$ cat src/rtl/addition_stage3.sv
// Mantissa add/subtract stage of a floating-point adder, with a registered output and a one-entry skid buffer.
// Optional macro ADDITION_STAGE3_COUNT_EN enables the 16-bit saturating output-transfer counter.
module addition_stage3 #(
    parameter int MENT_WIDTH = 23,
    parameter int EXPO_WIDTH = 8
) (
    input  logic                  clk,
    input  logic                  rst,
    input  logic                  in_valid,
    output logic                  in_ready,
    input  logic [MENT_WIDTH-1:0] larger_operand_in,
    input  logic [MENT_WIDTH-1:0] smaller_operand_in,
    input  logic                  smaller_hidden_in,
    input  logic                  sign_large_in,
    input  logic                  sign_small_in,
    input  logic [EXPO_WIDTH-1:0] exponent_in,
    output logic                  out_valid,
    input  logic                  out_ready,
    output logic [MENT_WIDTH+1:0] sum_out,
    output logic                  sign_out,
    output logic                  zero_out,
    output logic [EXPO_WIDTH-1:0] exponent_out,
    output logic [15:0]           xfer_count_out
);

    localparam int SW = MENT_WIDTH + 2;

    logic [SW-1:0]         op_a;
    logic [SW-1:0]         op_b;
    logic [SW-1:0]         new_sum;
    logic                  new_sign;
    logic                  new_zero;

    logic                  skid_valid;
    logic [SW-1:0]         skid_sum;
    logic                  skid_sign;
    logic                  skid_zero;
    logic [EXPO_WIDTH-1:0] skid_exponent;

    logic                  in_xfer;
    logic                  out_xfer;

    assign in_ready = ~skid_valid & ~rst;
    assign in_xfer  = in_valid & in_ready;
    assign out_xfer = out_valid & out_ready;

    // Signed-magnitude add: the larger-exponent operand carries the implicit hidden 1.
    always_comb begin
        op_a     = {2'b01, larger_operand_in};
        op_b     = {1'b0, smaller_hidden_in, smaller_operand_in};
        new_sum  = '0;
        new_sign = sign_large_in;
        if (sign_large_in == sign_small_in) begin
            new_sum = op_a + op_b;
        end else if (op_a >= op_b) begin
            new_sum = op_a - op_b;
        end else begin
            new_sum  = op_b - op_a;
            new_sign = ~sign_large_in;
        end
        new_zero = (new_sum == '0);
        if (new_zero) begin
            new_sign = 1'b0;
        end
    end

    // Output register refills from the skid entry first so results leave in arrival order.
    always_ff @(posedge clk or posedge rst) begin
        if (rst) begin
            out_valid    <= 1'b0;
            sum_out      <= '0;
            sign_out     <= 1'b0;
            zero_out     <= 1'b0;
            exponent_out <= '0;
        end else if (!out_valid || out_ready) begin
            if (skid_valid) begin
                out_valid    <= 1'b1;
                sum_out      <= skid_sum;
                sign_out     <= skid_sign;
                zero_out     <= skid_zero;
                exponent_out <= skid_exponent;
            end else if (in_xfer) begin
                out_valid    <= 1'b1;
                sum_out      <= new_sum;
                sign_out     <= new_sign;
                zero_out     <= new_zero;
                exponent_out <= exponent_in;
            end else begin
                out_valid    <= 1'b0;
            end
        end
    end

    always_ff @(posedge clk or posedge rst) begin
        if (rst) begin
            skid_valid    <= 1'b0;
            skid_sum      <= '0;
            skid_sign     <= 1'b0;
            skid_zero     <= 1'b0;
            skid_exponent <= '0;
        end else if (skid_valid && out_xfer) begin
            skid_valid    <= 1'b0;
        end else if (in_xfer && out_valid && !out_ready) begin
            skid_valid    <= 1'b1;
            skid_sum      <= new_sum;
            skid_sign     <= new_sign;
            skid_zero     <= new_zero;
            skid_exponent <= exponent_in;
        end
    end

`ifdef ADDITION_STAGE3_COUNT_EN
    logic [15:0] xfer_count;

    always_ff @(posedge clk or posedge rst) begin
        if (rst) begin
            xfer_count <= '0;
        end else if (out_xfer && (xfer_count != 16'hFFFF)) begin
            xfer_count <= xfer_count + 16'd1;
        end
    end

    assign xfer_count_out = xfer_count;
`else
    assign xfer_count_out = '0;
`endif

endmodule

$ cat config.mk
export PLATFORM = sky130hd
export DESIGN_NAME = addition_stage3
export DESIGN_NICKNAME = d
export VERILOG_FILES = /design/src/rtl/addition_stage3.sv
export SDC_FILE = /design/constraint.sdc
export NUM_CORES = 1
export LEC_CHECK = 0
export ABC_CLOCK_PERIOD_IN_PS = 3350
export CELL_PAD_IN_SITES_DETAIL_PLACEMENT = 1
export CELL_PAD_IN_SITES_GLOBAL_PLACEMENT = 1
export CORE_ASPECT_RATIO = 2
export CORE_UTILIZATION = 44
export CTS_CLUSTER_DIAMETER = 30
export DETAILED_ROUTE_END_ITERATION = 12
export PLACE_DENSITY_LB_ADDON = 0.15
export RECOVER_POWER = 50
export SKIP_LAST_GASP = 1
export SLEW_MARGIN = 0
export SYNTH_ARGS = -nofsm -noshare
export SYNTH_HDL_FRONTEND = slang
export SYNTH_SLANG_ARGS = --single-unit
$ cat constraint.sdc
create_clock -name clk -period 3.35 [get_ports clk]
set_input_delay 0.5025 -clock clk [delete_from_list [all_inputs] [get_ports clk]]
set_output_delay 0.5025 -clock clk [all_outputs]
set_load 0.01 [all_outputs]
==> out/qor.yml, run 1 <==
netlist_area_mm2: 0.007293
htreeDepth: 3
synth-seq-cells: 72
synth_common_cells: "98 x nand2_1, 79 x o21ai_0, 72 x dfrtp_1, 72 x ha_1, 72 x inv_1"
firstError: "[ERROR DPL-0033] detailed placement checks failed during check placement."
ios: 114
cts_resized: 241
die_y_um: 184.1
portBuffers: 97
status: "did not finish"
synth_cells: 929
yosysMostFrequentCell: "nand2_1"
initial_core_util: 0.4483
rows: 66
netlist_top_cells_area: "dfrtp_1 25%, ha_1 12%, o21ai_0 5.4%, nand2_1 5.0%, a21oi_1 4.6%"
failing_step: "4_1_cts"
ys_types: 79
hpwl_mm: 29.76
synth_area_leader_cell: "dfrtp_1"
synth_seq_area_share: 0.2470
die_width_um: 93.04
synth_edf_count: 0
synth_warnings: 0
synthArstFlopShare: 1.000
postCtsSetupBuffers: 63
place_area_mm2: 0.01075
cts_sinks: 72
ys.flop_type: "dfrtp_1"
clock-root-buffer: "clkbuf_16"
numCtsBuffers: 9
cts_hold_buffers: 0
cts.path.max_buffers: 2
synth_top_cell_area_share: 0.2470
gp_congestion: 0.9966
syn_area_per_cell_um2: 7.851
## stage by stage
| step | hold WS [ps] | setup slack, ps | TNS [ps] | std cells | util |
|---|---|---|---|---|---|
| after detailed placement | 481.7 | -1344 | -29760 | 1460 | 0.6610 |
| after global placement | 459.6 | -1283 | -22540 | 1460 | 0.6610 |
| after floorplan | 447.9 | -204.5 | -618.0 | 944 | - |
## logic make-up after synthesis
family	count (synthesis)	synth area share
simple gates	283	0.1865
compound gates	296	0.2652
buf+inv	139	0.08132
xor+xnor	17	0.02041
flops	72	0.2470
mux	46	0.06725
fa+ha+maj	75	0.1318
other cells	1	0.0005142
==> run 2, diff against run 1 <==
--- a/config.mk
+++ b/config.mk
@@ -6,11 +6,7 @@
 export NUM_CORES = 1
 export LEC_CHECK = 0
 export ABC_CLOCK_PERIOD_IN_PS = 3350
-export CELL_PAD_IN_SITES_DETAIL_PLACEMENT = 1
-export CELL_PAD_IN_SITES_GLOBAL_PLACEMENT = 1
-export CORE_ASPECT_RATIO = 2
-export CORE_UTILIZATION = 44
-export CTS_CLUSTER_DIAMETER = 30
+export CORE_UTILIZATION = 30
 export DETAILED_ROUTE_END_ITERATION = 12
 export PLACE_DENSITY_LB_ADDON = 0.15
 export RECOVER_POWER = 50
==> run 2 against run 1 <==
Compared with the run above: the flow now finishes, with violations (setup timing); synthesized cell count stayed put; area after synthesis stayed put.
==> out/qor.yml, run 2 <==
die_width_um: 157.9  # +70%
status: "finished with violations"
cpMostUsedCell: "buf_6"
clk_latency_ps: 330
hold_violations: 0
most-common-layout-cells: "330 x buf_4, 91 x nand2_1, 71 x dfrtp_1"
r2r-end: "sum_out[8]$_DFFE_PP0P_"
violations: "setup timing"
clkPwrFrac: 0.176
p_int_mw: 3.410
rsz0062_at_grt: "yes"
netlist_top_cells_area: "dfrtp_1 25%, ha_1 12%, o21ai_0 5.4%, nand2_1 5.0%, a21oi_1 4.6%"
synth_xor_area_frac: 0.02042  # unchanged
hpwl_mm: 21.65  # -27%
synth_common_cells: "98 x nand2_1, 79 x o21ai_0, 72 x dfrtp_1, 72 x ha_1, 72 x inv_1"
synth_fa_ha_area_frac: 0.1318  # unchanged
setup_slack_ps: -315.6
portBuffers: 97  # unchanged
p_seq_frac: 0.277
fillerInstances: 2401
slew_violations: 0
htreeDepth: 3  # unchanged
critical_path_required_ps: 3560
setup.worst_path.start_class: "primary input"
hold_end: "sum_out[1]$_DFFE_PP0P_"
drive_above_1_share: 0.4289
period_minus_slack_ps: 3666
antennaDiodeCount: 0
worstMarginPinSlew_ps: 1202
crit_buf_inv: 3
totalPowerFinal_mw: 5.365
dp_slack_ps: -1458  # -113.4 ps
ys_types: 79  # unchanged
clkTransAtPathRegs_ps: 50
nets: 1481
max_freq_mhz: 272.8
cts_sinks: 72  # unchanged
grt_start_max_net_pins: 49
rows: 56  # -15%
place_area_mm2: 0.01101  # +2.4%
clock-root-buffer: "clkbuf_16"
synth_edf_count: 0  # unchanged
synth_top_cell_area_share: 0.2470  # unchanged
tns_ps: -1644
grt_pass1_wl_mm: 43.36
numCtsBuffers: 9  # unchanged
comb_power_share: 0.548
critical_path.top_delay_family: "simple AND/OR/NAND/NOR gates"
synth_cells: 929  # unchanged
worstPathCellList: "buf_8 > ha_4 > buf_6 > and3_4 > o21ai_2 > buf_6 > a21boi_4 > o311a_4 > or4_4 > a31oi_4 > xnor2_2 > nor4_4 > or3b_1 > or3_4 > a22o_1"
reg2reg_depth: 4
worstSetupPathType: "primary input to register"
ys.flop_type: "dfrtp_1"
final_antenna_net_count: 0
wl_per_cell_um: 16.29
p_per_area_mw_per_mm2: 433.1
netlist_area_mm2: 0.007293  # unchanged
grt-ovfl-total: 0
grtUsageTotal: 0.2239
grt_pass1_vias: 8277
drt-total-wl_mm: 27.19
final_cells: 1669
switching_power_mw: 1.955
slew_headroom: 0.1987
synth_area_leader_cell: "dfrtp_1"
drv_cap: 0
syn_area_per_cell_um2: 7.851  # unchanged
worstPathMaxFanout: 5
synthArstFlopShare: 1.000  # unchanged
rrSetupSlack_ps: 1480
initial_core_util: 0.3080  # -0.1404
p_sw_frac: 0.3644
synth_top_family_by_area: "compound AO/OA/AOI/OAI gates"
setup_viol: 8
core_area_mm2: 0.02368
finish.utilization: 0.5231
synth-seq-cells: 72  # unchanged
final_common_cell: "buf_4"
holdCritPathClass: "register to register"
slowest_delay_ps: 560
yosysMostFrequentCell: "nand2_1"
routed_via_density: 4.921
hold_depth: 2
cp_slowest_cell: "or4_4"
drtIter0Drc: 472
muxShareOfSynthArea: 0.06725  # unchanged
period_share: 1.094
synth-simple-area-share: 0.1865  # unchanged
hold_ws_ps: 472.3
drc: 0
synth_compound_area_frac: 0.2652  # unchanged
first_pass_iters: 5
worstHoldStart: "sum_out[1]$_DFFE_PP0P_"
cp.arrival_ps: 3880
p_leak_nw: 5.742
cts.path.max_buffers: 2  # unchanged
ios: 114  # unchanged
crit_path_end_kind: "register"
antenna_found_initial: 0
die_area_mm2: 0.02494
vias: 8213
synth_warnings: 0  # unchanged
skew_ps: 7.956
area_growth_pct: 69.88
synth_seq_area_share: 0.2470  # unchanged
gp_congestion: 0.9185  # -7.8%
peakVddDrop_mv: 0.2944
cts_hold_buffers: 0  # unchanged
die_y_um: 157.9  # -14%
cts_tree: "built"
fin_area_mm2: 0.01239
dpl.cell_count: 1583  # +8.4%
reg_top3: "skid_sum x25, sum_out x25"
timing.rr.start: "skid_valid$_DFFE_PP0P_"
run 2: cell counts after synthesis:
No cell type changed its count.
run 2: cell families after synthesis:
kind of cell,count (synthesis)
XOR/XNOR,17
AO/OA/AOI/OAI,296
flip-flops,72
adder cells (fa/ha/maj),75
multiplexers,46
buffers and inverters,139
other,1
AND/OR/NAND/NOR,283
run 2: timing repair:
item / in CTS / in global routing
buffers inserted: 61 / 11
pin swaps: 84 / 45
gates resized for setup: 247 / 50
endpoints found under the setup margin: 28 / 14
run 2: worst max path at each step:
stage	from	to	slack [ps]	depth (start not counted)
global route	larger_operand_in[7]	skid_sign$_DFFE_PP0P_	-450	18
finish	smaller_operand_in[4]	skid_sign$_DFFE_PP0P_	-320	15
floorplan	smaller_operand_in[10]	skid_sign$_DFFE_PP0P_	-200	13
global placement	larger_operand_in[1]	skid_sign$_DFFE_PP0P_	-1350	15
detailed placement	larger_operand_in[2]	skid_sign$_DFFE_PP0P_	-1460	16
CTS	smaller_operand_in[4]	skid_sign$_DFFE_PP0P_	-320	15
run 2: final cells by class:
cell class / count / area [um^2] / share of cell area
clock inverter: 6 / 70.07 / 0.005655
multi-input combinational: 733 / 5867 / 0.4735
clock buffer: 10 / 229.0 / 0.01848
tap: 319 / 399.1 / 0.03222
sequential: 72 / 1803 / 0.1455
timing repair buffer: 457 / 3736 / 0.3016
inverter: 72 / 285.3 / 0.02303
run 2: layer usage:
| metal | vias to the layer above | GRT usage | share of wire |
|---|---|---|---|
| met2 | 207 | 0.3786 | 0.47 |
| met1 | 3846 | 0.3037 | 0.47 |
| met3 | 24 | 0.02053 | 0.044 |
| met5 | - | 0 | 0 |
| li1 | 4136 | - | - |
| met4 | 0 | 0.05687 | 0.011 |
run 2: worst min-delay path, stage by stage (launching register included):
cell and delay (ps):
dfrtp_1 330, nand2_1 50, o21ai_0 60
run 2: power groups by stage:
stage,clock network (mW),registers (mW),logic [mW]
floorplan,0,1.56,1.25
global placement,0,1.49,2.66
detailed placement,0,1.51,2.68
CTS,0.967,1.49,2.89
global route,1.00,1.54,3.23
finish,0.942,1.48,2.94
Power figures use the tool's default switching activity.
==> run 3, diff against run 2 <==
--- a/config.mk
+++ b/config.mk
@@ -6,12 +6,13 @@
 export NUM_CORES = 1
 export LEC_CHECK = 0
 export ABC_CLOCK_PERIOD_IN_PS = 3350
-export CORE_UTILIZATION = 30
+export CORE_UTILIZATION = 35
 export DETAILED_ROUTE_END_ITERATION = 12
+export DONT_BUFFER_PORTS = 1
 export PLACE_DENSITY_LB_ADDON = 0.15
 export RECOVER_POWER = 50
 export SKIP_LAST_GASP = 1
-export SLEW_MARGIN = 0
+export SLEW_MARGIN = 10
 export SYNTH_ARGS = -nofsm -noshare
 export SYNTH_HDL_FRONTEND = slang
 export SYNTH_SLANG_ARGS = --single-unit
==> run 3 against run 2 <==
Compared with the run above: the run ends with capacitance limit, slew limit, setup timing left; non-clock buffer count shrank 209; sequential power grew 9%; sequential share of layout area grew 3.0 points; core utilization shrank 1.8 points; die area shrank 14%; global-route usage grew 0.65 points; register-to-register slack lost 210 ps; first-iteration DRC count grew 14%; routed wire length shrank 10%; via count shrank 8.0%; sequential cell count is the same; critical path type unchanged; largest cell class unchanged.
==> out/qor.yml, run 3 (same netlist as run 2, synthesis figures left out) <==
die_width_um: 146.4  # -7.3%
drc: 0  # unchanged
cp.arrival_ps: 3670  # -210 ps
dr_wl_met3_mm: 1.115  # -5.8%
vias: 7552  # -8.0%
cts_sinks: 72  # unchanged
grtUsageTotal: 0.2304  # +0.006499
core_area_mm2: 0.02030  # -14%
worstSetupPathType: "primary input to register"
p_leak_nw: 4.758  # -17%
reg_top3: "skid_sum x25, sum_out x25"
first_pass_iters: 5  # unchanged
fillerInstances: 2038  # -15%
final_antenna_net_count: 0  # unchanged
routed_via_density: 5.352  # +8.8%
slowest_delay_ps: 400  # -160 ps
period_minus_slack_ps: 3455  # -210.2 ps
setup.worst_path.start_class: "primary input"
setup_slack_ps: -105.4  # +210.2 ps
worstPathMaxFanout: 6  # +1
antenna_found_initial: 0  # unchanged
htreeDepth: 3  # unchanged
rows: 52  # -7.1%
totalPowerFinal_mw: 4.771  # -11%
rsz0062_at_grt: "yes"
crit_buf_inv: 3  # unchanged
die_y_um: 146.4  # -7.3%
clock-root-buffer: "clkbuf_16"
worstPathCellList: "ha_4 > a21o_1 > a31oi_4 > a21boi_4 > o311a_4 > buf_6 > buf_4 > nor2_4 > buf_4 > o211ai_1 > a31oi_2 > xnor2_2 > or3b_1 > or3_4 > a22o_1"
drtIter0Drc: 539  # +14%
antennaDiodeCount: 0  # unchanged
cts.path.max_buffers: 2  # unchanged
status: "finished with violations"
final_common_cell: "buf_4"
peakVddDrop_mv: 0.2694  # -8.5%
numCtsBuffers: 9  # unchanged
critical_path.top_delay_family: "compound AO/OA/AOI/OAI gates"
clkTransAtPathRegs_ps: 60  # about the same
cts_tree: "built"
initial_core_util: 0.3593  # +0.05133
grt-ovfl-total: 0  # unchanged
area_growth_pct: 40.73
multi_input_area_mm2: 0.005627  # -4.1%
drt-total-wl_mm: 24.35  # -10%
wl_met2_mm: 11.61  # -9.4%
skew_ps: 3.261  # -4.695 ps
area.sequential_mm2: 0.001803  # unchanged
crit_path_end_kind: "register"
hold_violations: 0  # unchanged
max_freq_mhz: 289.4  # +6.1%
portBuffers: 0  # -100%
slew_violations: 44  # +44
cpMostUsedCell: "buf_4"
nets: 1272  # -14%
p_per_area_mw_per_mm2: 464.9  # +7.3%
ios: 114  # unchanged
grt_start_max_net_pins: 56  # +14%
worstMarginPinSlew_ps: 1618  # +416.2 ps
grt_pass1_wl_mm: 39.39  # -9.2%
wl_per_cell_um: 17.26  # +5.9%
hpwl_mm: 19.53  # -9.8%
wl_met1_mm: 11.07  # -14%
clk_latency_ps: 330  # about the same
routed.top_layer: "met4"
violations: "capacitance limit, slew limit, setup timing"
most-common-layout-cells: "238 x buf_4, 92 x nand2_1, 71 x o21ai_0, 71 x dfrtp_1, 64 x inv_1"
gp_congestion: 0.9127  # -0.63%
die_area_mm2: 0.02142  # -14%
period_share: 1.031  # -0.06275
drv_cap: 1  # +1
finish.utilization: 0.5056  # -0.01753
holdCritPathClass: "primary input to register"
critical_path_required_ps: 3570  # about the same
slew_headroom: -0.08000  # -0.2787
cp_slowest_cell: "or3_4"
setup_viol: 4  # -4
grt_pass1_vias: 7431  # -10%
drive_above_1_share: 0.3453  # -0.08358
run 3: cell type report:
class	count	share of cell area
repair buffers	248	0.1844
flip-flops and latches	72	0.1757
clock inverters	3	0.006339
clock buffers	13	0.02438
inverters	72	0.02804
well taps	270	0.03291
multi-input cells	733	0.5482
run 3: where the power goes:
| part | total [mW] | internal (mW) | switching (mW) |
|---|---|---|---|
| Clock | 1.01 | 0.671 | 0.343 |
| Sequential | 1.61 | 1.28 | 0.335 |
| Combinational | 2.14 | 1.06 | 1.09 |
| Total | 4.77 | 3.00 | 1.77 |
run 3: worst reg2reg max path, stage by stage (launching register included):
cell and delay, ps:
dfrtp_1 420, nand2b_1 200, nor3_1 220, nand2_2 610, mux2_2 520
run 3: worst paths after layout:
path / startpoint / slack, ps / cells past startpoint / endpoint
max in group asynchronous: rst / 1250 / 2 / skid_sum[13]$_DFFE_PP0P_
worst max-delay path: smaller_operand_in[4] / -110 / 15 / skid_sign$_DFFE_PP0P_
min in group asynchronous: rst / 560 / 1 / exponent_out[7]$_DFFE_PP0P_
worst min register to register: skid_sum[13]$_DFFE_PP0P_ / 480 / 2 / skid_sum[13]$_DFFE_PP0P_
worst max register to register: out_valid$_DFFE_PP0N_ / 1270 / 4 / skid_sum[12]$_DFFE_PP0P_
worst min-delay path: exponent_in[6] / 320 / 1 / skid_exponent[6]$_DFFE_PP0P_
run 3: metal layers:
metal,up-vias,global-route usage
met5,-,0
met4,0,0.06563
met3,43,0.03375
met2,209,0.3871
met1,3591,0.3058
li1,3709,-
run 3: timing repair:
action	in CTS	in global routing
pin swaps	36	37
resized for setup	41	40
hold buffers	0	0
setup endpoints to repair	4	9
buffers inserted	25	10
run 3: metrics by stage:
step                      setup WS, ps  setup TNS [ps]  std cells  hold WS (ps)  area (um^2)
after global routing            -186.3          -680.6       1411         311.1        10260
after CTS                       -95.58          -203.9       1403         280.0        10020
after detailed placement        -738.7           -4626       1363         470.3         9344
after floorplan                 -204.5          -618.0        944         447.9         7716
after global placement          -748.7           -4672       1363         461.0         9344
final                           -105.4          -317.7       1411         320.1        10260
